==> src/rtl/crossbar.sv <==
// Shared AXI4-Lite channel bundles and arbiter state encodings used by the
// crossbar and its per-slave arbitration stage.
package crossbar;

    localparam int ADDR_W = 32;
    localparam int DATA_W = 64;
    localparam int STRB_W = DATA_W / 8;

    // Everything travelling from a master towards a slave.
    typedef struct packed {
        logic [ADDR_W-1:0] awaddr;
        logic [2:0]        awprot;
        logic              awvalid;
        logic [DATA_W-1:0] wdata;
        logic [STRB_W-1:0] wstrb;
        logic              wvalid;
        logic              bready;
        logic [ADDR_W-1:0] araddr;
        logic [2:0]        arprot;
        logic              arvalid;
        logic              rready;
    } axi4lite_MOSI_t;

    // Everything travelling from a slave back towards a master.
    typedef struct packed {
        logic              awready;
        logic              wready;
        logic [1:0]        bresp;
        logic              bvalid;
        logic              arready;
        logic [DATA_W-1:0] rdata;
        logic [1:0]        rresp;
        logic              rvalid;
    } axi4lite_MISO_t;

    typedef enum logic [1:0] {
        W_IDLE = 2'd0,
        W_XFER = 2'd1,
        W_RESP = 2'd2
    } wr_state_t;

    typedef enum logic [1:0] {
        R_IDLE = 2'd0,
        R_ADDR = 2'd1,
        R_DATA = 2'd2
    } rd_state_t;

endpackage

==> src/rtl/rr_pick.sv <==
// Round-robin selector: returns the lowest requesting index at or above ptr,
// wrapping past N-1 back to 0. Purely combinational.
module rr_pick #(
    parameter int N     = 4,
    parameter int IDX_W = 2
) (
    input  logic [N-1:0]     req,
    input  logic [IDX_W-1:0] ptr,
    output logic [IDX_W-1:0] gnt_idx,
    output logic             any
);

    logic [IDX_W:0] cand;

    // Scan offsets from furthest to nearest so the nearest requester wins last.
    always_comb begin
        gnt_idx = '0;
        cand    = '0;
        any     = |req;
        for (int k = N - 1; k >= 0; k--) begin
            cand = {1'b0, ptr} + (IDX_W+1)'(k);
            if (cand >= (IDX_W+1)'(N)) begin
                cand = cand - (IDX_W+1)'(N);
            end
            if (req[cand[IDX_W-1:0]]) begin
                gnt_idx = cand[IDX_W-1:0];
            end
        end
    end

endmodule

==> src/rtl/axil_rr_arbiter.sv <==
// N-to-1 AXI4-Lite arbiter for one shared slave port. Write and read paths
// are arbitrated independently; a grant is held from address acceptance to
// the response handshake so transactions on a path never interleave.
module axil_rr_arbiter
    import crossbar::*;
#(
    parameter int N_MASTERS = 4
) (
    input  logic           clk,
    input  logic           rst,
    input  axi4lite_MOSI_t m_mosi [N_MASTERS],
    output axi4lite_MISO_t m_miso [N_MASTERS],
    output axi4lite_MOSI_t s_mosi,
    input  axi4lite_MISO_t s_miso
);

    localparam int IDX_W = $clog2(N_MASTERS);

    wr_state_t        wr_state_reg, wr_state_next;
    rd_state_t        rd_state_reg, rd_state_next;
    logic [IDX_W-1:0] wgnt_reg, wgnt_next;
    logic [IDX_W-1:0] rgnt_reg, rgnt_next;
    logic [IDX_W-1:0] wptr_reg, wptr_next;
    logic [IDX_W-1:0] rptr_reg, rptr_next;
    logic             aw_done_reg, aw_done_next;
    logic             w_done_reg, w_done_next;

    logic [N_MASTERS-1:0] aw_req, ar_req;
    logic [IDX_W-1:0]     wpick, rpick;
    logic                 wany, rany;

    logic aw_phase, w_phase, b_phase, ar_phase, r_phase;
    logic aw_hs, w_hs, b_hs, ar_hs, r_hs;

    // Pointer advance past the master that just finished, wrapping at N_MASTERS.
    function automatic logic [IDX_W-1:0] next_idx(input logic [IDX_W-1:0] idx);
        return (idx == IDX_W'(N_MASTERS - 1)) ? '0 : idx + 1'b1;
    endfunction

    rr_pick #(
        .N     (N_MASTERS),
        .IDX_W (IDX_W)
    ) u_wr_pick (
        .req     (aw_req),
        .ptr     (wptr_reg),
        .gnt_idx (wpick),
        .any     (wany)
    );

    rr_pick #(
        .N     (N_MASTERS),
        .IDX_W (IDX_W)
    ) u_rd_pick (
        .req     (ar_req),
        .ptr     (rptr_reg),
        .gnt_idx (rpick),
        .any     (rany)
    );

    // Active phases; AW and W are each shut off as soon as their beat is taken.
    assign aw_phase = (wr_state_reg == W_XFER) && !aw_done_reg;
    assign w_phase  = (wr_state_reg == W_XFER) && !w_done_reg;
    assign b_phase  = (wr_state_reg == W_RESP);
    assign ar_phase = (rd_state_reg == R_ADDR);
    assign r_phase  = (rd_state_reg == R_DATA);

    assign aw_hs = aw_phase && m_mosi[wgnt_reg].awvalid && s_miso.awready;
    assign w_hs  = w_phase  && m_mosi[wgnt_reg].wvalid  && s_miso.wready;
    assign b_hs  = b_phase  && s_miso.bvalid && m_mosi[wgnt_reg].bready;
    assign ar_hs = ar_phase && m_mosi[rgnt_reg].arvalid && s_miso.arready;
    assign r_hs  = r_phase  && s_miso.rvalid && m_mosi[rgnt_reg].rready;

    // State, grant, pointer and done-flag registers.
    always_ff @(posedge clk) begin
        if (rst) begin
            wr_state_reg <= W_IDLE;
            rd_state_reg <= R_IDLE;
            wgnt_reg     <= '0;
            rgnt_reg     <= '0;
            wptr_reg     <= '0;
            rptr_reg     <= '0;
            aw_done_reg  <= 1'b0;
            w_done_reg   <= 1'b0;
        end else begin
            wr_state_reg <= wr_state_next;
            rd_state_reg <= rd_state_next;
            wgnt_reg     <= wgnt_next;
            rgnt_reg     <= rgnt_next;
            wptr_reg     <= wptr_next;
            rptr_reg     <= rptr_next;
            aw_done_reg  <= aw_done_next;
            w_done_reg   <= w_done_next;
        end
    end

    // Write path: arbitrate on awvalid, collect AW and W in any order, then B.
    always_comb begin
        wr_state_next = wr_state_reg;
        wgnt_next     = wgnt_reg;
        wptr_next     = wptr_reg;
        aw_done_next  = aw_done_reg;
        w_done_next   = w_done_reg;
        case (wr_state_reg)
            W_IDLE: begin
                if (wany) begin
                    wgnt_next     = wpick;
                    aw_done_next  = 1'b0;
                    w_done_next   = 1'b0;
                    wr_state_next = W_XFER;
                end
            end
            W_XFER: begin
                aw_done_next = aw_done_reg || aw_hs;
                w_done_next  = w_done_reg  || w_hs;
                if (aw_done_next && w_done_next) begin
                    wr_state_next = W_RESP;
                end
            end
            W_RESP: begin
                if (b_hs) begin
                    wptr_next     = next_idx(wgnt_reg);
                    wr_state_next = W_IDLE;
                end
            end
            default: wr_state_next = W_IDLE;
        endcase
    end

    // Read path: arbitrate on arvalid, forward AR, then wait for the R beat.
    always_comb begin
        rd_state_next = rd_state_reg;
        rgnt_next     = rgnt_reg;
        rptr_next     = rptr_reg;
        case (rd_state_reg)
            R_IDLE: begin
                if (rany) begin
                    rgnt_next     = rpick;
                    rd_state_next = R_ADDR;
                end
            end
            R_ADDR: begin
                if (ar_hs) begin
                    rd_state_next = R_DATA;
                end
            end
            R_DATA: begin
                if (r_hs) begin
                    rptr_next     = next_idx(rgnt_reg);
                    rd_state_next = R_IDLE;
                end
            end
            default: rd_state_next = R_IDLE;
        endcase
    end

    // Slave-facing mux: payload follows the grant, valids/readies only in phase.
    always_comb begin
        s_mosi         = '0;
        s_mosi.awaddr  = m_mosi[wgnt_reg].awaddr;
        s_mosi.awprot  = m_mosi[wgnt_reg].awprot;
        s_mosi.awvalid = aw_phase && m_mosi[wgnt_reg].awvalid;
        s_mosi.wdata   = m_mosi[wgnt_reg].wdata;
        s_mosi.wstrb   = m_mosi[wgnt_reg].wstrb;
        s_mosi.wvalid  = w_phase && m_mosi[wgnt_reg].wvalid;
        s_mosi.bready  = b_phase && m_mosi[wgnt_reg].bready;
        s_mosi.araddr  = m_mosi[rgnt_reg].araddr;
        s_mosi.arprot  = m_mosi[rgnt_reg].arprot;
        s_mosi.arvalid = ar_phase && m_mosi[rgnt_reg].arvalid;
        s_mosi.rready  = r_phase && m_mosi[rgnt_reg].rready;
    end

    genvar gi;
    for (gi = 0; gi < N_MASTERS; gi++) begin : g_master
        axi4lite_MISO_t miso;

        assign aw_req[gi] = m_mosi[gi].awvalid;
        assign ar_req[gi] = m_mosi[gi].arvalid;

        // Only the master holding a grant sees the slave, and only in phase.
        always_comb begin
            miso = '0;
            if (wgnt_reg == IDX_W'(gi)) begin
                miso.awready = aw_phase && s_miso.awready;
                miso.wready  = w_phase && s_miso.wready;
                miso.bvalid  = b_phase && s_miso.bvalid;
                miso.bresp   = b_phase ? s_miso.bresp : 2'b00;
            end
            if (rgnt_reg == IDX_W'(gi)) begin
                miso.arready = ar_phase && s_miso.arready;
                miso.rvalid  = r_phase && s_miso.rvalid;
                miso.rdata   = r_phase ? s_miso.rdata : '0;
                miso.rresp   = r_phase ? s_miso.rresp : 2'b00;
            end
        end

        assign m_miso[gi] = miso;
    end

endmodule

==> config.mk <==
export PLATFORM = sky130hd
export DESIGN_NAME = axil_rr_arbiter
export DESIGN_NICKNAME = d
export VERILOG_FILES = /design/src/rtl/crossbar.sv /design/src/rtl/rr_pick.sv /design/src/rtl/axil_rr_arbiter.sv
export SDC_FILE = /design/constraint.sdc
export NUM_CORES = 1
export LEC_CHECK = 0
export CAP_MARGIN = 20
export CORE_AREA = 2 2 430 432
export CTS_BUF_LIST = sky130_fd_sc_hd__clkbuf_16
export DETAILED_ROUTE_END_ITERATION = 6
export DIE_AREA = 0 0 432 434
export GPL_TIMING_DRIVEN = 0
export SLEW_MARGIN = 0
export SYNTH_ARGS = -nofsm -noshare
export SYNTH_HDL_FRONTEND = slang
export SYNTH_HIERARCHICAL = 1
export SYNTH_SLANG_ARGS = --single-unit
==> constraint.sdc <==
create_clock -name clk -period 3.7 [get_ports clk]
set_clock_uncertainty 0.2 [all_clocks]
set_input_delay 1.11 -clock clk [delete_from_list [all_inputs] [get_ports clk]]
set_output_delay 1.11 -clock clk [all_outputs]
set_load 0.05 [all_outputs]
==> results.py, run 1 <==
metrics = {
    "outcome": {
        "status": "complete, but fails checks",
        "failed_checks": "negative setup slack",
    },
    "floorplanning": {
        "core_area_sq_um": 182000,
        "die_height_um": 434,
        "ioPinCount": 1102,
        "rows": 157,
        "die_w_um": 432,
        "start_util_pct": 3.52,
        "design.die.area_sq_um": 187000,
    },
    "critical_path": {
        "cp.arrival_ns": 2.41,
        "worstPathMaxFanout": 4,
        "required_ns": 2.39,
        "startpoint": "s_miso[55]",
        "cp-end-kind": "output port",
        "r2r_start": "wgnt_reg[1]$_SDFFE_PP0P_",
        "cp-start-kind": "input port",
        "critPathKind": "in -> out",
    },
    "final_layout": {
        "multi_input_area_sq_um": 5770,
        "seqCellArea_sq_um": 287,
        "area_growth_syn_to_layout_pct": 218,
        "drive_gt1_share_pct": 40.7,
        "nNetsFinal": 2427,
        "layout_common_cells": "clkdlybuf4s50_1, and3_1, clkdlybuf4s15_2",
        "fin_area_sq_um": 20400,
        "final_common_cell": "clkdlybuf4s50_1",
        "fillerInstances": 21000,
    },
    "route": {
        "drtPass1Iterations": 5,
        "wl_met1_um": 53900,
        "drt-initial-drc-count": 1363,
        "ant_nets": 0,
        "wl_per_cell_um": 39.5,
        "wl_met3_um": 21600,
        "avgViaCountPerCell": 3.14,
        "drc": 0,
        "wl_um": 166000,
        "wl_met2_um": 84300,
        "vias": 13200,
        "highest_layer": "met5",
    },
    "clock_tree": {
        "clockRootBuffer": "clkbuf_16",
        "htreeDepth": 1,
        "cts_tree": "done",
        "clkLatencyLatePin_ns": 0.27,
        "clock-sinks": 14,
        "clkTransAtPathRegs_ns": 0.05,
        "cts_buffers": 3,
        "cts_max_path_buffers": 2,
    },
    "hold_path": {
        "hold_path_class": "reg -> reg",
        "hp-start": "wptr_reg[0]$_SDFFE_PP0P_",
    },
    "sta": {
        "setup_viol": 11,
        "min_period_ns": 3.72,
        "fin_crit_sh_pct": 101,
        "layout_setup_ws_ns": -0.0229,
        "fmax_mhz": 269,
        "worst_pin_slew_ns": 0.813,
        "hold_violations": 0,
        "drv_slew": 0,
        "slew-limit-headroom_pct": 45.8,
    },
    "placement": {
        "port_buffers": 1101,
        "postPlaceCellArea_sq_um": 20800,
        "dp_hpwl_um": 155000,
        "place_congestion": 1.08,
    },
    "logic_synthesis": {
        "synthCells": 643,
        "yosysSeqAreaShare_pct": 4.37,
        "yosys_warnings": 6,
        "synthesis.area_sq_um": 6420,
        "synth_cell_types": 32,
        "syn-mean-instance-area_sq_um": 9.98,
        "synth-seq-cells": 14,
        "synth_nets": 1314,
    },
    "global_route": {
        "grtUsageTotal_pct": 16.7,
        "grt_pass1_vias": 11600,
        "grt-ovfl-total": 0,
        "antenna_found_initial": 272,
        "grt_pass1_wl_um": 189000,
        "grt_max_degree": 11,
    },
    "pwr": {
        "total_power_mw": 3.26,
        "powerDensity_nw_per_um2": 160,
        "p_leak_nw": 8.14,
        "ir_worst_vdd_v": 0.0000955,
    },
    "run": {
        "drv_cap": 0,
    },
}
==> critical path, cell delays in order <==
cell and delay [ns]:
dlygate4sd2_1 0.46, and3_1 0.24, dlygate4sd2_1 0.60
==> kinds of logic after synthesis <==
kind of cell,share of synthesized area (%)
adder cells (fa/ha/maj),1.56
AND/OR/NAND/NOR,33.2
multiplexers,52.2
flip-flops,4.37
buffers and inverters,6.26
AO/OA/AOI/OAI,2.42
==> metal layers <==
layer  GRT usage, %  up-vias
met5              0        -
met4           3.91      164
met3           8.47      482
met2           30.3     1195
met1           17.0     6444
li1               -     4934
==> metrics by stage <==
step / TNS (ns) / hold slack, ns / std cells / setup WS [ns] / utilization, %
after CTS: -0.527 / 0.318 / 4138 / -0.258 / 11.2
after global placement: -449.99 / 0.306 / 4129 / -2.00 / 11.2
after detailed placement: -390.15 / 0.309 / 4143 / -2.03 / 11.4
after global routing: -0.00701 / 0.346 / 4173 / -0.00336 / 11.1
after floorplan: 0 / 0.260 / 643 / 0.373 / -
final: -0.0839 / 0.323 / 4204 / -0.0229 / 11.2
==> cells in the mapped netlist <==
library cell,number,area (sq um)
and3_1,280,1750
a21oi_1,10,50.1
a211oi_1,2,15.0
ha_1,8,100
inv_1,5,18.8
o211ai_1,1,7.51
buf_6,1,11.3
o21ai_0,3,15.0
nand2b_1,5,31.3
buf_1,3,11.3
a211oi_2,2,25.0
o31ai_1,1,7.51
mux4_2,147,3310
nand3b_1,1,7.51
or3_1,2,12.5
nor4bb_1,1,10.0
buf_2,18,90.1
nor4_2,1,12.5
clkbuf_1,72,270
and3_4,1,11.3
nand3_1,3,15.0
nor2_1,19,71.3
nand2_1,11,41.3
a21o_1,1,7.51
dfxtp_1,14,280
a22oi_1,1,7.51
nor3b_1,3,22.5
nor2b_1,3,18.8
o211a_1,2,20.0
and3b_1,4,35.0
and2_1,14,87.6
mux2i_1,4,40.0
==> path summary, 6_finish.rpt <==
check	slack, ns	to	cells after the start
hold reg to reg	0.32	wptr_reg[0]$_SDFFE_PP0P_	2
setup reg to reg	1.61	wptr_reg[1]$_SDFFE_PP0P_	8
setup / recovery	-0.02	m_miso[55]	3
hold / removal	0.32	wptr_reg[0]$_SDFFE_PP0P_	2
==> final cells by class <==
cell class,count,area share (%)
Antenna cell,64,0.784
Inverter,5,0.110
Sequential cell,14,1.40
Timing Repair Buffer,1109,51.4
Clock inverter,1,0.0184
Multi-Input combinational cell,530,28.3
Clock buffer,3,0.368
Tap cell,2385,14.6
Buffer,93,3.04
==> report_power, final <==
| group | switching (mW) | internal [mW] | total, mW |
|---|---|---|---|
| Combinational | 1.73 | 1.13 | 2.86 |
| Clock | 0.0926 | 0.145 | 0.237 |
| Sequential | 0.0105 | 0.157 | 0.167 |
==> repair_timing <==
| action | in CTS | in global routing |
|---|---|---|
| pin swaps | 0 | 1 |
| setup endpoints to repair | 439 | 210 |
| setup buffers | 2 | 2 |
| gates resized for setup | 1977 | 140 |
| hold buffers | 0 | 0 |
| endpoints found under the hold margin | 0 | 0 |
No activity file was read; power rests on OpenSTA's default activity.
==> run 2: changes to the inputs <==
--- a/config.mk
+++ b/config.mk
@@ -11,6 +11,7 @@
 export DETAILED_ROUTE_END_ITERATION = 6
 export DIE_AREA = 0 0 432 434
 export GPL_TIMING_DRIVEN = 0
+export PLACE_DENSITY = 0.3
 export SLEW_MARGIN = 0
 export SYNTH_ARGS = -nofsm -noshare
 export SYNTH_HDL_FRONTEND = slang
==> results.py, run 2 (synthesis results as in run 1) <==
metrics = {
    "clock_tree": {
        "clkLatencyLatePin_ns": 0.26,
        "htreeDepth": 1,
        "clock-sinks": 14,
        "cts_buffers": 3,
        "clkTransAtPathRegs_ns": 0.05,
        "cts_max_path_buffers": 2,
        "cts_tree": "done",
        "holdBufCountCts": 0,
        "clockRootBuffer": "clkbuf_16",
    },
    "critical_path": {
        "worstPathMaxFanout": 1,
        "cp-end-kind": "output port",
        "cp.arrival_ns": 2.43,
        "path_cells": "clkdlybuf4s50_1 > mux4_2 > buf_6",
        "r2r_start": "wgnt_reg[1]$_SDFFE_PP0P_",
        "startpoint": "m_mosi[583]",
        "max_stage_delay_ns": 0.57,
        "critPathSlowestCell": "mux4_2",
        "required_ns": 2.39,
        "critPathKind": "in -> out",
        "cp-start-kind": "input port",
    },
    "pwr": {
        "powerDensity_nw_per_um2": 158,
        "p_leak_nw": 8.09,
        "ir_worst_vdd_v": 0.0000809,
    },
    "run": {
        "drv_cap": 0,
    },
    "floorplanning": {
        "design.die.area_sq_um": 187000,
        "die_height_um": 434,
        "die_w_um": 432,
        "ioPinCount": 1102,
        "start_util_pct": 3.52,
        "rows": 157,
        "core_area_sq_um": 182000,
    },
    "sta": {
        "fmax_mhz": 268,
        "drv_slew": 0,
        "worst_pin_slew_ns": 0.818,
        "setup_viol": 6,
        "slew-limit-headroom_pct": 45.4,
        "fin_crit_sh_pct": 101,
        "min_period_ns": 3.74,
        "whs_ns": 0.310,
        "rsz0062_at_grt": "yes",
        "hold_violations": 0,
        "fin_tns_setup_ns": -0.0918,
        "layout_setup_ws_ns": -0.0351,
    },
    "route": {
        "vias": 11900,
        "wl_um": 140000,
        "avgViaCountPerCell": 2.86,
        "drt-initial-drc-count": 770,
        "drc": 0,
        "ant_nets": 0,
        "wl_per_cell_um": 33.7,
        "drtPass1Iterations": 5,
    },
    "hold_path": {
        "hp-start": "wptr_reg[0]$_SDFFE_PP0P_",
        "hold_path_class": "reg -> reg",
    },
    "final_layout": {
        "instances_no_fill": 4161,
        "fin_area_sq_um": 20400,
        "drive_gt1_share_pct": 38.9,
        "nNetsFinal": 2424,
        "area_growth_syn_to_layout_pct": 218,
        "layout_common_cells": "clkdlybuf4s50_1, and3_1, clkdlybuf4s15_2",
        "final_common_cell": "clkdlybuf4s50_1",
    },
    "outcome": {
        "failed_checks": "negative setup slack",
        "status": "complete, but fails checks",
    },
    "placement": {
        "pre_cts_ws_ns": -1.43,
        "dp_hpwl_um": 131000,
        "postPlaceCellArea_sq_um": 20500,
        "place_congestion": 0.920,
        "dpl.cell_count": 4134,
        "port_buffers": 1101,
    },
    "global_route": {
        "grt_max_degree": 11,
        "grt_pass1_wl_um": 165000,
        "grt-ovfl-total": 0,
        "grtUsageTotal_pct": 14.2,
        "antenna_found_initial": 119,
        "grt_pass1_vias": 11900,
    },
}
run 2: cell types whose count changed in the layout (fill, tap and decap cells not counted), moves of 11 or more:
cell and change:
clkdlybuf4s50_1 +23, buf_6 +11, buf_2 -46, dlygate4sd2_1 +14, diode_2 -40, buf_4 +12, clkbuf_4 +19, clkdlybuf4s15_2 -15
run 2: where the power goes:
group	internal, mW	leakage, nW	switching, mW	total [mW]
sequential	0.157	0.115	0.00944	0.166
clock	0.144	0.0387	0.0825	0.227
combinational	1.13	7.94	1.70	2.83
run 2: final timing paths:
kind	slack, ns	depth (start not counted)	endpoint
min	0.31	2	wptr_reg[0]$_SDFFE_PP0P_
min reg2reg	0.31	2	wptr_reg[0]$_SDFFE_PP0P_
max	-0.04	3	s_mosi[142]
max reg2reg	1.72	7	wptr_reg[1]$_SDFFE_PP0P_
run 2: per-layer routing:
layer | GRT usage (%) | vias up | wire, um
met3 | 4.73 | 205 | 12000
met4 | 2.27 | 64 | 2080
met1 | 14.7 | 5981 | 48400
met2 | 27.6 | 763 | 77300
met5 | 0 | - | 419
li1 | - | 4877 | -
run 2: area by class of cell:
class | instances | area, sq um
Antenna cell | 24 | 60.1
Buffer | 94 | 629
Clock buffer | 3 | 75.1
Clock inverter | 1 | 3.75
Fill cell | 21100 | 162000
Inverter | 5 | 22.5
Multi-Input combinational cell | 530 | 5790
Sequential cell | 14 | 285
Tap cell | 2385 | 2980
Timing Repair Buffer | 1105 | 10500
run 2: through the flow:
stage                     power (mW)  util (%)
after floorplan                 1.27         -
after global placement          3.10      11.2
after detailed placement        3.13      11.3
after CTS                       3.31      11.1
after global routing            3.33      11.1
final                           3.22      11.2
run 2: timing repair:
item,4_1_cts,5_1_grt
setup endpoints to repair,439,201
setup buffers,2,1
gates cloned,0,0
resized for setup,1987,71
pin swaps,1,0
run 2: critical path, delay by kind of cell:
family	cells	cell delay (ns)
buffers and inverters	2	0.71
muxes	1	0.57
==> run 3: changes to the inputs <==
--- a/config.mk
+++ b/config.mk
@@ -12,6 +12,7 @@
 export DIE_AREA = 0 0 432 434
 export GPL_TIMING_DRIVEN = 0
 export PLACE_DENSITY = 0.3
+export RECOVER_POWER = 50
 export SLEW_MARGIN = 0
 export SYNTH_ARGS = -nofsm -noshare
 export SYNTH_HDL_FRONTEND = slang
==> results.py, run 3 (synthesis results as in run 1) <==
metrics = {
    "clock_tree": {
        "clkTransAtPathRegs_ns": 0.05,
        "clkLatencyLatePin_ns": 0.26,
        "cts_max_path_buffers": 2,
        "cts_buffers": 3,
        "clock-sinks": 14,
        "clockRootBuffer": "clkbuf_16",
        "htreeDepth": 1,
        "holdBufCountCts": 0,
        "cts_tree": "done",
    },
    "pwr": {
        "p_leak_nw": 8.07,
        "ir_worst_vdd_v": 0.0000809,
        "powerDensity_nw_per_um2": 158,
    },
    "sta": {
        "layout_setup_ws_ns": -0.0324,
        "fin_crit_sh_pct": 101,
        "setup_viol": 9,
        "slew-limit-headroom_pct": 46.9,
        "min_period_ns": 3.73,
        "whs_ns": 0.310,
        "rsz0062_at_grt": "yes",
        "worst_pin_slew_ns": 0.797,
        "drv_slew": 0,
        "hold_violations": 0,
        "fmax_mhz": 268,
    },
    "route": {
        "vias": 11900,
        "avgViaCountPerCell": 2.85,
        "ant_nets": 0,
        "drt-initial-drc-count": 757,
        "wl_per_cell_um": 33.6,
        "wl_um": 140000,
        "drtPass1Iterations": 5,
        "drc": 0,
    },
    "final_layout": {
        "seqCellArea_sq_um": 285,
        "drive_gt1_share_pct": 38.8,
        "multi_input_area_sq_um": 5780,
        "layout_common_cells": "clkdlybuf4s50_1, and3_1, clkdlybuf4s15_2",
        "final_common_cell": "clkdlybuf4s50_1",
        "area_growth_syn_to_layout_pct": 217,
        "fillerInstances": 21100,
        "nNetsFinal": 2424,
    },
    "global_route": {
        "grt_pass1_vias": 11900,
        "grt_max_degree": 11,
        "grtUsageTotal_pct": 14.2,
        "grt_util_met2_pct": 27.6,
        "grt_pass1_wl_um": 165000,
        "grt_use_met1_pct": 14.7,
        "grt-ovfl-total": 0,
        "top_usage_layer": "met2",
        "antenna_found_initial": 119,
        "use_met3_pct": 4.73,
    },
    "placement": {
        "port_buffers": 1101,
        "place_congestion": 0.920,
        "dp_hpwl_um": 131000,
        "pre_cts_ws_ns": -1.43,
    },
    "floorplanning": {
        "start_util_pct": 3.52,
        "design.die.area_sq_um": 187000,
        "ioPinCount": 1102,
        "die_w_um": 432,
        "core_area_sq_um": 182000,
        "rows": 157,
        "die_height_um": 434,
    },
    "critical_path": {
        "crit_buf_inv": 2,
        "worstPathMaxFanout": 1,
        "path_cells": "clkdlybuf4s50_1 > mux4_2 > buf_6",
        "critPathKind": "in -> out",
        "cp-start-kind": "input port",
        "required_ns": 2.39,
        "critPathTopFamily": "buffers and inverters",
        "critPathSlowestCell": "mux4_2",
        "max_stage_delay_ns": 0.56,
        "cp-end-kind": "output port",
        "r2r_slack_ns": 1.68,
        "cp.arrival_ns": 2.42,
    },
    "outcome": {
        "failed_checks": "negative setup slack",
        "status": "complete, but fails checks",
    },
    "run": {
        "drv_cap": 0,
    },
    "hold_path": {
        "hold_path_class": "reg -> reg",
    },
}
[run 3: cell count changes in the layout (fill, tap and decap cells not counted), sizes merged]
cell / previous run / this run
dlygate4sd2: 56 / 57
clkbuf: 80 / 146
buf: 251 / 185
clkdlybuf4s15: 195 / 194
dlygate4sd3: 0 / 8
diode: 24 / 34
clkdlybuf4s50: 608 / 600
[run 3: final cells by class]
cell class	count	area share, %
repair buffers	1105	51.5
clock inverters	1	0.0184
diodes	34	0.418
well taps	2385	14.7
inverters	5	0.111
flip-flops and latches	14	1.40
multi-input cells	530	28.4
plain buffers	94	3.07
clock buffers	3	0.369
[run 3: stage by stage]
| step | instance area (sq um) | TNS (ns) | power, mW | util (%) | cells |
|---|---|---|---|---|---|
| 3_3_place_gp | 20400 | -391.96 | 3.10 | 11.2 | 4129 |
| 5_1_grt | 20300 | -0.0871 | 3.32 | 11.1 | 4146 |
| 4_1_cts | 20300 | -0.734 | 3.31 | 11.1 | 4136 |
| 2_1_floorplan | 6420 | 0 | 1.27 | - | 643 |
| 3_5_place_dp | 20500 | -373.99 | 3.13 | 11.3 | 4134 |
| 6_report | 20400 | -0.114 | 3.21 | 11.2 | 4171 |
[run 3: per-layer routing]
metal | routed length, um | part of all wire (%) | vias up
met4 | 2310 | 1.6 | 62
met5 | 393 | 0.28 | -
li1 | - | - | 4889
met1 | 47400 | 34 | 5974
met3 | 13100 | 9.4 | 199
met2 | 77000 | 55 | 766
[run 3: worst paths after layout]
path	from	end	cells past startpoint
min	wptr_reg[0]$_SDFFE_PP0P_	wptr_reg[0]$_SDFFE_PP0P_	2
max	m_mosi[583]	s_mosi[142]	3
min reg2reg	wptr_reg[0]$_SDFFE_PP0P_	wptr_reg[0]$_SDFFE_PP0P_	2
max reg2reg	wgnt_reg[1]$_SDFFE_PP0P_	wptr_reg[1]$_SDFFE_PP0P_	7
[run 3: worst min-delay path: cells and delay by family, from the launching register on]
kind               cells  cell delay, ns
and+or+nand+nor        1            0.07
AOI/OAI and AO/OA      1            0.05
DFF                    1            0.34
[run 3: report_power, final]
part / total, mW / internal, mW / switching (mW)
registers: 0.166 / 0.157 / 0.00945
logic: 2.82 / 1.11 / 1.70
clock network: 0.227 / 0.144 / 0.0826
total: 3.21 / 1.42 / 1.79
[run 3: timing repair]
action / 4_1_cts / 5_1_grt
gates resized for setup: 1987 / 71
hold endpoints to repair: 0 / 0
endpoints found under the setup margin: 439 / 201
setup buffers: 2 / 1
pin swaps: 1 / 0
==> RTL edit 1 (config.mk and constraints of run 2) <==
`ADDR_W`: 32 -> 16.
--- a/src/rtl/crossbar.sv
+++ b/src/rtl/crossbar.sv
@@ -2,7 +2,7 @@
 // crossbar and its per-slave arbitration stage.
 package crossbar;
 
-    localparam int ADDR_W = 32;
+    localparam int ADDR_W = 16;
     localparam int DATA_W = 64;
     localparam int STRB_W = DATA_W / 8;
 
Ports: changed (resized m_mosi and s_mosi); port bits go from 1102 to 942. No check against the original RTL was run, so the function may have changed too.
==> RTL edit 1 against run 2 <==
The run still ends with setup timing left. Hold slack improved by 79 ps. Global-route usage down 3.0 points. Final area is 11% lower. Wire length is 21% lower. Sequential cell count unchanged. Critical endpoint is now s_mosi[51]. Synthesized cell count decreased by 6.2%. Setup slack better by 22 ps. Fmax grew 0.59%. Final cell count shrank 4.6%. Total power shrank 19%. Area after synthesis shrank 11%.
==> RTL edit 1: results (changes against run 2) <==
| Metric | Value |
|---|---|
| R2r worst-path depth | `5 (-2)` |
| Post-cts gate resize count | `1753 (-12%)` |
| Avg WL per Cell | `27.9 um (-17%)` |
| Post-Syn Instances | `603 (-6.2%)` |
| Peak VDD IR | `0.113 mV (+40%)` |
| Setup WS pre-CTS | `-1730 ps (-299 ps)` |
| Total global-route track usage | `11.1% (-3.0 points)` |
| Crit path arrival time | `2400 ps (-30 ps)` |
| Post-CTS setup buffers | `13 (+11)` |
| Iter 0 DRT Violations | `584 (-24%)` |
| Slew @ Worst Pin | `694 ps (-124 ps)` |
| Run status | `finished with violations` |
| HPWL after detailed placement | `102 mm (-22%)` |
| Pwr dens | `144 nW/um^2 (-9.0%)` |
| ANT cells | `25 (+4.2%)` |
| Layout non-clock buf frac | `52.8% (-2.0 points)` |
| Plain + repair buffers | `1040 (-13%)` |
| Worst Setup SP | `m_mosi[166]` |
| Layout cell share with drive strength beyond 1 | `40.3% (+1.4 points)` |
| # setup viols final | `4 (-2)` |
| Synth area leaders | `mux4_2, and3_1, dfxtp_1` |
| Worst Setup EP | `s_mosi[51]` |
| Mapped Nets | `1146 (-13%)` |
| Placer Congestion | `0.882 (-4.1%)` |
| Wl on met1 | `35.6 mm (-27%)` |
| Clock-cell share | `0.433% (+0.046 points)` |
| Worst reg-to-reg setup slack | `1660 ps (-60 ps)` |
| Multi-In Gates | `495 (-6.6%)` |
| Fraction of area in multi-input gates | `28.3% (-0.075 points)` |
| Met3 wire length | `7.71 mm (-36%)` |
| Hold wc startpoint | `rd_state_reg[1]` |
| Filler cell count | `21200 (+0.73%)` |
| Met1 usage | `10.5% (-4.1 points)` |
| Worst hold slack | `390 ps (+79.2 ps)` |
| Leakage | `0.00726 uW (-10%)` |
| Most common library cells after synthesis | `and3_1, mux4_2, clkbuf_1, and2_1, buf_2` |
| Unique masters post-synth | `36 (+13%)` |
| First-pass DRT Iterations | `4 (-1)` |
| Register area share after synthesis | `4.89% (+0.52 points)` |
| Via total after detailed routing | `10300 (-13%)` |
| Setup ws final | `-13.3 ps (+21.8 ps)` |
| Seq/total area | `1.58% (+0.18 points)` |
| R2R Path Start | `wgnt_reg[0]` |
| Initial antenna violation count | `118 (-0.84%)` |
| Failing checks | `setup timing` |
==> RTL edit 1: cell types whose count changed after synthesis, moves of 3 or more <==
cell,before,now
a21oi_1,10,6
and2_1,14,18
and3_1,280,276
o21ai_0,3,0
clkbuf_1,72,66
nor3b_1,3,8
nor2_1,19,15
mux4_2,147,115
==> RTL edit 1: report_power, final <==
part / switching [uW] / leakage [uW] / internal [uW]
registers: 13.0 / 0.000116 / 157
clock network: 73.8 / 0.0000387 / 144
logic: 1300 / 0.00711 / 934
total: 1380 / 0.00726 / 1230
==> RTL edit 1: cell families (layout without fill, tap and decap cells) <==
group	count (synthesis)	count (layout)	synth area share [%]
flip-flops	14	14	4.89
multiplexers	120	120	46.1
AND/OR/NAND/NOR	343	343	36.8
AO/OA/AOI/OAI	24	24	3.71
buffers and inverters	94	1051	6.77
adder cells (fa/ha/maj)	8	8	1.75
other	0	25	0
==> RTL edit 2 (settings of run 2) <==
Without the edit above. Reset style: asynchronous (`rst`), changed in one clocked block.
--- a/src/rtl/axil_rr_arbiter.sv
+++ b/src/rtl/axil_rr_arbiter.sv
@@ -71,7 +71,7 @@
     assign r_hs  = r_phase  && s_miso.rvalid && m_mosi[rgnt_reg].rready;
 
     // State, grant, pointer and done-flag registers.
-    always_ff @(posedge clk) begin
+    always_ff @(posedge clk or posedge rst) begin
         if (rst) begin
             wr_state_reg <= W_IDLE;
             rd_state_reg <= R_IDLE;
Check against the original RTL: not settled (the Yosys comparison gave no result); the edit may change what the design does.
==> RTL edit 2 against run 2 <==
The flow still finishes with violations (setup timing). First-iteration DRC count is 53% lower. Sequential share of layout area grew 0.31 points. Global-route usage down 2.8 points. Critical path depth unchanged. Area after synthesis is 2.5% higher. Final area is 1.4% higher. Setup slack improved by 2.4 ps. Wire length decreased by 18%. Sequential cell count unchanged. Critical endpoint is now s_mosi[146]. Largest cell class unchanged.
Power is left out: it rests on default switching activity, and per cell area and clock period it moved more than threefold.
==> RTL edit 2: results (changes against run 2) <==
| Metric | Value |
|---|---|
| Run status | `finished with violations` |
| Failing checks | `setup timing` |
| Setup WS pre-CTS | `-2250 ps (-822 ps)` |
| Worst-path clk slew | `60 ps` |
| Final #Nets | `2435 (+0.45%)` |
| R2r worst-path depth | `7 (unchanged)` |
| Iter 0 DRT Violations | `360 (-53%)` |
| CTS Buffer Depth | `2 (unchanged)` |
| Async set-or-reset flop fraction in the synthesized netlist | `100% (+100 points)` |
| HPWL after detailed placement | `104 mm (-20%)` |
| Hold Crit Class | `reg -> reg` |
| Via/cell ratio | `2.65 (-7.4%)` |
| Most common library cells after synthesis | `and3_1, mux4_2, buf_2, clkbuf_1, nor2_1` |
| Crit path arrival time | `2420 ps` |
| Vias in the first global route | `11500 (-3.2%)` |
| Inserted Clock Buffers | `3 (unchanged)` |
| IO Port Bufs | `1101 (unchanged)` |
| Initial antenna violation count | `52 (-56%)` |
| Unique masters post-synth | `33 (+3.1%)` |
| Pin count of the biggest net entering global routing | `15 (+4)` |
| Worst Setup SP | `m_mosi[293]` |
| Clk_lat worst skew | `270 ps` |
| Htree depth | `1 (unchanged)` |
| Worst reg-to-reg setup slack | `1460 ps (-260 ps)` |
| Rel. slew slack | `51.0% (+5.5 points)` |
| Yosys synthesis warning count | `6 (unchanged)` |
| Crit-path slowest cell | `clkdlybuf4s50_1` |
| Delay of the slowest cell on the worst path | `550 ps (-20 ps)` |
| R2R Path Start | `rgnt_reg[0]` |
| Total global-route track usage | `11.4% (-2.8 points)` |
| Setup ws final | `-32.7 ps (+2.40 ps)` |
| Global-route wire length before repair | `137 mm (-17%)` |
| Mapped Nets | `1310 (-0.30%)` |
| Main synth FF type | `dfrtp_1` |
| # setup viols final | `4 (-2)` |
| R2R Path End | `rptr_reg[1]` |
| First-pass DRT Iterations | `4 (-1)` |
| Layout cell share with drive strength beyond 1 | `41.1% (+2.3 points)` |
| Max FO, Critical Path | `1 (unchanged)` |
| Avg WL per Cell | `27.5 um (-18%)` |
| Register bit total from synthesis | `14 (unchanged)` |
| Placer Congestion | `0.778 (-15%)` |
| Worst Setup EP | `s_mosi[146]` |
| Root Buffer | `clkbuf_16` |
| Filler cell count | `21100 (-0.11%)` |
| Residual DRC | `0 (unchanged)` |
| Register area share after synthesis | `5.33% (+0.96 points)` |
| Max cap viols | `0 (unchanged)` |
| Synth area leaders | `mux4_2, and3_1, dfrtp_1` |
| Setup TNS | `-58.6 ps (+33.2 ps)` |
-- RTL edit 2: worst min path at each step --
stage	startpoint	to	slack, ps	cells past startpoint
6_report	wr_state_reg[1]	wr_state_reg[0]	230	1
2_1_floorplan	wr_state_reg[1]	wr_state_reg[0]	200	1
3_5_place_dp	wr_state_reg[1]	wr_state_reg[0]	230	1
3_3_place_gp	wr_state_reg[1]	wr_state_reg[0]	230	1
4_1_cts	wr_state_reg[1]	wr_state_reg[0]	230	1
5_1_grt	wr_state_reg[1]	wr_state_reg[0]	250	1
-- RTL edit 2: cells by family (layout without fill, tap and decap cells) --
group	Yosys count	in the layout	share of synthesized area, %
adders and majority gates	8	8	1.52
buffers and inverters	100	1224	7.38
and+or+nand+nor	338	338	31.5
other	0	15	0
DFF	14	14	5.33
muxes	157	157	51.7
AOI/OAI and AO/OA	22	22	2.51
-- RTL edit 2: final cells by class --
type | instances | area [um^2] | area share, %
antenna | 15 | 37.5 | 0.182
multi-input combinational | 525 | 5860 | 28.4
inverter | 6 | 25.0 | 0.121
clock buffer | 3 | 75.1 | 0.363
clock inverter | 1 | 3.75 | 0.0182
sequential | 14 | 353 | 1.71
buffer | 94 | 776 | 3.75
tap | 2385 | 2980 | 14.4
timing repair buffer | 1120 | 10500 | 51.0
-- RTL edit 2: repair_timing --
| item | 4_1_cts | 5_1_grt |
|---|---|---|
| buffers inserted | 17 | 0 |
| hold buffers | 0 | 0 |
| gates resized for setup | 2054 | 82 |
| pin swaps | 2 | 2 |
| endpoints found under the setup margin | 439 | 71 |
-- RTL edit 2: layer usage --
| layer | global-route usage (%) | up-vias | share of wire, % |
|---|---|---|---|
| met4 | 2.04 | 18 | 1.9 |
| met5 | 0 | - | 0.10 |
| li1 | - | 4877 | - |
| met1 | 11.2 | 5486 | 33 |
| met2 | 23.9 | 551 | 59 |
| met3 | 2.55 | 89 | 6.3 |
-- RTL edit 2: metrics by stage --
stage | cells | util, % | hold slack [ps] | area, um^2
2_1_floorplan | 639 | - | 204 | 6610
3_3_place_gp | 4125 | 11.3 | 225 | 20600
3_5_place_dp | 4127 | 11.3 | 226 | 20700
4_1_cts | 4148 | 11.3 | 234 | 20700
5_1_grt | 4154 | 11.3 | 254 | 20600
6_report | 4163 | 11.3 | 227 | 20700
-- RTL edit 2: worst max-delay path: cells and delay by family --
family | cells | cell delay [ps]
buf+inv | 2 | 780
mux | 1 | 530
